### src/rtl/mips_ctrl_pkg.sv
// mips_ctrl_pkg: opcodes, aluop codes, mux encodings and main-FSM states shared by the MIPS controller.
package mips_ctrl_pkg;
    localparam logic [5:0] OP_RTYPE = 6'b000000;
    localparam logic [5:0] OP_J     = 6'b000010;
    localparam logic [5:0] OP_BEQ   = 6'b000100;
    localparam logic [5:0] OP_ADDI  = 6'b001000;
    localparam logic [5:0] OP_LW    = 6'b100011;
    localparam logic [5:0] OP_SW    = 6'b101011;

    localparam logic [1:0] ALUOP_ADD   = 2'b00;
    localparam logic [1:0] ALUOP_SUB   = 2'b01;
    localparam logic [1:0] ALUOP_FUNCT = 2'b10;

    localparam logic [1:0] ALUB_B     = 2'b00;
    localparam logic [1:0] ALUB_4     = 2'b01;
    localparam logic [1:0] ALUB_IMM   = 2'b10;
    localparam logic [1:0] ALUB_IMMSH = 2'b11;

    localparam logic [1:0] PC_ALURES = 2'b00;
    localparam logic [1:0] PC_ALUOUT = 2'b01;
    localparam logic [1:0] PC_JUMP   = 2'b10;

    typedef enum logic [3:0] {
        S_FETCH   = 4'd0,
        S_DECODE  = 4'd1,
        S_MEMADR  = 4'd2,
        S_MEMRD   = 4'd3,
        S_MEMWB   = 4'd4,
        S_MEMWR   = 4'd5,
        S_RTYPEEX = 4'd6,
        S_RTYPEWB = 4'd7,
        S_BEQEX   = 4'd8,
        S_ADDIEX  = 4'd9,
        S_ADDIWB  = 4'd10,
        S_JEX     = 4'd11
    } state_t;
endpackage

### src/rtl/mc_maindec.sv
// mc_maindec: multicycle MIPS main control FSM; Moore outputs except memready-gated fetch writes
// and the op-gated illegal_op pulse in DECODE.
module mc_maindec
    import mips_ctrl_pkg::*;
#(
    parameter int STATE_W = 4
) (
    input  logic               clk,
    input  logic               reset,
    input  logic [5:0]         op,
    input  logic               memready,
    input  logic               zero,
    output logic               pcwrite,
    output logic               branch,
    output logic               iord,
    output logic               memwrite,
    output logic               irwrite,
    output logic               regdst,
    output logic               memtoreg,
    output logic               regwrite,
    output logic               alusrca,
    output logic [1:0]         alusrcb,
    output logic [1:0]         pcsrc,
    output logic [1:0]         aluop,
    output logic               illegal_op,
    output logic [STATE_W-1:0] state
);
    state_t state_q, state_d;
    logic   unused_zero;

    assign unused_zero = zero;
    assign state       = STATE_W'(state_q);

    always_ff @(posedge clk or posedge reset)
        if (reset) state_q <= S_FETCH;
        else       state_q <= state_d;

    always_comb begin
        state_d    = S_FETCH;
        pcwrite    = 1'b0;
        branch     = 1'b0;
        iord       = 1'b0;
        memwrite   = 1'b0;
        irwrite    = 1'b0;
        regdst     = 1'b0;
        memtoreg   = 1'b0;
        regwrite   = 1'b0;
        alusrca    = 1'b0;
        alusrcb    = ALUB_B;
        pcsrc      = PC_ALURES;
        aluop      = ALUOP_ADD;
        illegal_op = 1'b0;
        case (state_q)
            S_FETCH: begin
                alusrcb = ALUB_4;
                irwrite = memready;
                pcwrite = memready;
                state_d = memready ? S_DECODE : S_FETCH;
            end
            S_DECODE: begin
                alusrcb = ALUB_IMMSH;
                case (op)
                    OP_LW, OP_SW: state_d = S_MEMADR;
                    OP_RTYPE:     state_d = S_RTYPEEX;
                    OP_BEQ:       state_d = S_BEQEX;
                    OP_ADDI:      state_d = S_ADDIEX;
                    OP_J:         state_d = S_JEX;
                    default:      illegal_op = 1'b1;
                endcase
            end
            S_MEMADR: begin
                alusrca = 1'b1;
                alusrcb = ALUB_IMM;
                state_d = op == OP_LW ? S_MEMRD : op == OP_SW ? S_MEMWR : S_FETCH;
            end
            S_MEMRD: begin
                iord    = 1'b1;
                state_d = memready ? S_MEMWB : S_MEMRD;
            end
            S_MEMWB: begin
                memtoreg = 1'b1;
                regwrite = 1'b1;
            end
            S_MEMWR: begin
                iord     = 1'b1;
                memwrite = 1'b1;
                state_d  = memready ? S_FETCH : S_MEMWR;
            end
            S_RTYPEEX: begin
                alusrca = 1'b1;
                aluop   = ALUOP_FUNCT;
                state_d = S_RTYPEWB;
            end
            S_RTYPEWB: begin
                regdst   = 1'b1;
                regwrite = 1'b1;
            end
            S_BEQEX: begin
                alusrca = 1'b1;
                aluop   = ALUOP_SUB;
                pcsrc   = PC_ALUOUT;
                branch  = 1'b1;
            end
            S_ADDIEX: begin
                alusrca = 1'b1;
                alusrcb = ALUB_IMM;
                state_d = S_ADDIWB;
            end
            S_ADDIWB: regwrite = 1'b1;
            S_JEX: begin
                pcsrc   = PC_JUMP;
                pcwrite = 1'b1;
            end
            default: state_d = S_FETCH;
        endcase
    end
endmodule

### config.mk
export PLATFORM = sky130hd
export DESIGN_NAME = mc_maindec
export DESIGN_NICKNAME = d
export VERILOG_FILES = /design/src/rtl/mips_ctrl_pkg.sv /design/src/rtl/mc_maindec.sv
export SDC_FILE = /design/constraint.sdc
export NUM_CORES = 1
export LEC_CHECK = 0
export BUFFER_PORTS_ARGS = -buffer_cell sky130_fd_sc_hd__buf_4
export CAP_MARGIN = 20
export CORE_AREA = 2 2 39 41
export CTS_CLUSTER_DIAMETER = 100
export DETAILED_ROUTE_END_ITERATION = 10
export DIE_AREA = 0 0 41 43
export PLACE_DENSITY_LB_ADDON = 0.05
export SLEW_MARGIN = 10
export SYNTH_ARGS = -nofsm -noshare
export SYNTH_HDL_FRONTEND = slang
export SYNTH_SLANG_ARGS = --single-unit
### constraint.sdc
create_clock -name clk -period 3.98 [get_ports clk]
set_clock_uncertainty 0.2 [all_clocks]
set_input_delay 0.199 -clock clk [delete_from_list [all_inputs] [get_ports clk]]
set_output_delay 0.199 -clock clk [all_outputs]
set_load 0.02 [all_outputs]
==> results.py <==
metrics = {
    "power": {
        "power_leakage_nw": 0.351,
        "sequentialPowerShare": 0.301,
        "p_int_mw": 0.107,
        "power_frac_comb": 0.402,
        "pwr-share-clk": 0.297,
        "cellPowerDensity_nw_per_um2": 236,
        "swShare": 0.369,
        "irDropWorstVdd_mv": 0.169,
        "p_sw_mw": 0.0626,
    },
    "clocking": {
        "cts_sinks": 4,
        "cts_tree": "yes",
        "cts_root_buf": "clkbuf_4",
        "insertion_delay_ns": 0.23,
        "numCtsBuffers": 3,
        "cts_resized": 0,
        "clock_path_buffers": 2,
        "cts_hold_buf": 1,
        "htree_num_levels": 1,
        "postCtsSetupBuffers": 0,
        "clkTransAtPathRegs_ns": 0.04,
    },
    "yosys": {
        "ys_seq_area_frac": 0.206,
        "syn_inst": 70,
        "yosys-top-cells-area": "dfrtp_1, nor3_1, nor2_1",
        "syn_avg_cell_area_um2": 6.95,
        "synth_cell_type_count": 27,
        "synthesis.area_um2": 487,
        "ys.flop_type": "dfrtp_1",
        "yosysTopAreaCellShare": 0.206,
        "async_reset_ff_frac": 1.00,
        "synth_fp_nets": 80,
        "yosysTopAreaCell": "dfrtp_1",
        "ys_ff_latch": 4,
        "synth_edf_count": 0,
        "synth_common_cells": "nor2_1, nor3_1, nand2b_1, o21ai_0",
        "ys_warn_count": 0,
    },
    "critical_path": {
        "r2r-end": "state[0]",
        "slowest_stage": "dfrtp_1",
        "cp.required_ns": 3.58,
        "endpoint": "illegal_op",
        "ff2ff_path_depth": 4,
        "cp-start-kind": "flip-flop",
        "worst_path_largest_cell_delay_ns": 0.56,
        "cp.depth": 4,
        "worstSetupPathType": "reg2out",
        "crit_chain": "nand2b_1, nor3_1, and3b_1, buf_4",
        "cp.buffers_inverters": 1,
        "critPathCaptureType": "output pin",
        "rrSetupSlack_ns": 2.23,
        "crit_family": "simple AND/OR/NAND/NOR gates",
        "timing.rr.start": "state[1]",
        "critPathMaxFanout": 16,
        "cp.arrival_ns": 1.72,
        "crit_start": "state[1]",
    },
    "global_route": {
        "grt_overflow": 0,
        "grt_max_degree": 17,
        "grt_pass1_wl_mm": 2.15,
        "antenna_found_initial": 0,
        "grtUsageTotal": 0.177,
        "grt_pass1_vias": 501,
    },
    "sta": {
        "setup_tns_ns": 0,
        "setup_viol": 0,
        "min_period_ns": 2.12,
        "rsz0062_at_grt": "no",
        "timing.slew.headroom": 0.651,
        "tightestPinTransition_ns": 0.524,
        "timing.fmax_mhz": 472,
        "slew_violations": 0,
        "hold_viol_final": 0,
        "fin_crit_sh": 0.533,
    },
    "finish": {
        "final_cells": 113,
        "fin_nets": 109,
        "drive_gt1_frac": 0.381,
        "largest_register_ffs": 4,
        "nFillCells": 141,
        "n_antenna_cell": 0,
        "syn_to_final_growth_pct": 47.8,
    },
    "place": {
        "dp.cells": 109,
        "gp_congestion": 0.817,
        "io_buffers": 28,
        "dp.final_hpwl_um": 994,
    },
    "die": {
        "dieArea_um2": 1760,
        "fp.dieW_um": 41,
        "boundaryPins": 30,
        "initial_core_util": 0.352,
        "rows": 14,
        "coreArea_um2": 1380,
        "die_h_um": 43,
    },
    "route": {
        "dr.first_iter.drc_count": 8,
        "drc_errors": 0,
        "ant_nets": 0,
        "via_count": 596,
        "viasPerCell": 5.27,
        "wl_per_cell_um": 12.0,
        "routed_wl_mm": 1.36,
        "drtPass1Iterations": 3,
    },
    "status": {
        "status": "complete, no violations",
    },
    "worst_hold_path": {
        "worstHoldPathType": "in2reg",
    },
    "flow_run": {
        "maxCapViolCount": 0,
    },
}
==> placed cells by master (no fill, tap or decap), types with 3 or more instances in the layout <==
master / instances
nand2b_1: 5
nor2_1: 9
buf_4: 28
clkbuf_4: 3
o21ai_0: 5
a21oi_1: 4
dfrtp_1: 4
inv_1: 4
nand2_1: 4
nor3_1: 9
==> worst min path at each step <==
| stage | from | end | slack [ns] | cells after the start |
|---|---|---|---|---|
| after floorplan | reset | state[0] | -0.23 | 1 |
| after global placement | reset | state[1] | -0.11 | 2 |
| after detailed placement | reset | state[1] | -0.11 | 2 |
| after CTS | memready | state[2] | 0.1 | 3 |
| after global routing | memready | state[2] | 0.11 | 3 |
| final | memready | state[2] | 0.1 | 3 |
==> cells by family (layout without fill, tap and decap cells) <==
logic type             after synthesis  in the layout  share of synthesized area
multiplexers                         1              1                     0.0231
AND/OR/NAND/NOR                     38             38                      0.414
XOR/XNOR                             2              2                     0.0360
AO/OA/AOI/OAI                       16             16                      0.229
buffers and inverters                9             36                     0.0925
flip-flops                           4              4                      0.206
==> power by group through the flow <==
stage | Combinational, mW | Clock, mW | Sequential (mW)
finish | 0.0683 | 0.0504 | 0.0511
global route | 0.0741 | 0.0569 | 0.0522
CTS | 0.0686 | 0.0511 | 0.0511
detailed placement | 0.0675 | 0 | 0.0516
global placement | 0.0675 | 0 | 0.0517
floorplan | 0.0416 | 0 | 0.0483
==> metal layers <==
layer / track usage / up-vias / part of all wire
met4: 0.0800 / 0 / 0
met1: 0.234 / 271 / 0.45
li1: - / 303 / -
met3: 0.0471 / 0 / 0.063
met5: 0 / - / 0
met2: 0.259 / 22 / 0.49
==> worst min-delay path: cells and delay by family <==
| kind | cells | cell delay [ns] |
|---|---|---|
| AOI/OAI and AO/OA | 2 | 0.19 |
| buffers and inverters | 1 | 0.11 |
==> area by class of cell <==
type / count / area (µm²) / area share
inverters: 4 / 15.0 / 0.0209
well taps: 16 / 20.0 / 0.0278
multi-input cells: 57 / 342 / 0.475
flip-flops and latches: 4 / 100 / 0.139
clock buffers: 3 / 22.5 / 0.0313
repair buffers: 29 / 220 / 0.306
==> per-stage QoR <==
| step | power [mW] | hold slack, ns | utilization | worst slack (ns) | cell area [µm²] |
|---|---|---|---|---|---|
| floorplan | 0.0898 | -0.235 | - | 1.96 | 487 |
| detailed placement | 0.119 | -0.108 | 0.496 | 2.13 | 687 |
| CTS | 0.171 | 0.0989 | 0.520 | 1.87 | 719 |
| finish | 0.170 | 0.0999 | 0.520 | 1.86 | 719 |
| global route | 0.183 | 0.114 | 0.520 | 1.78 | 719 |
| global placement | 0.119 | -0.110 | 0.496 | 2.12 | 687 |
No activity file was read; power rests on OpenSTA's default activity.
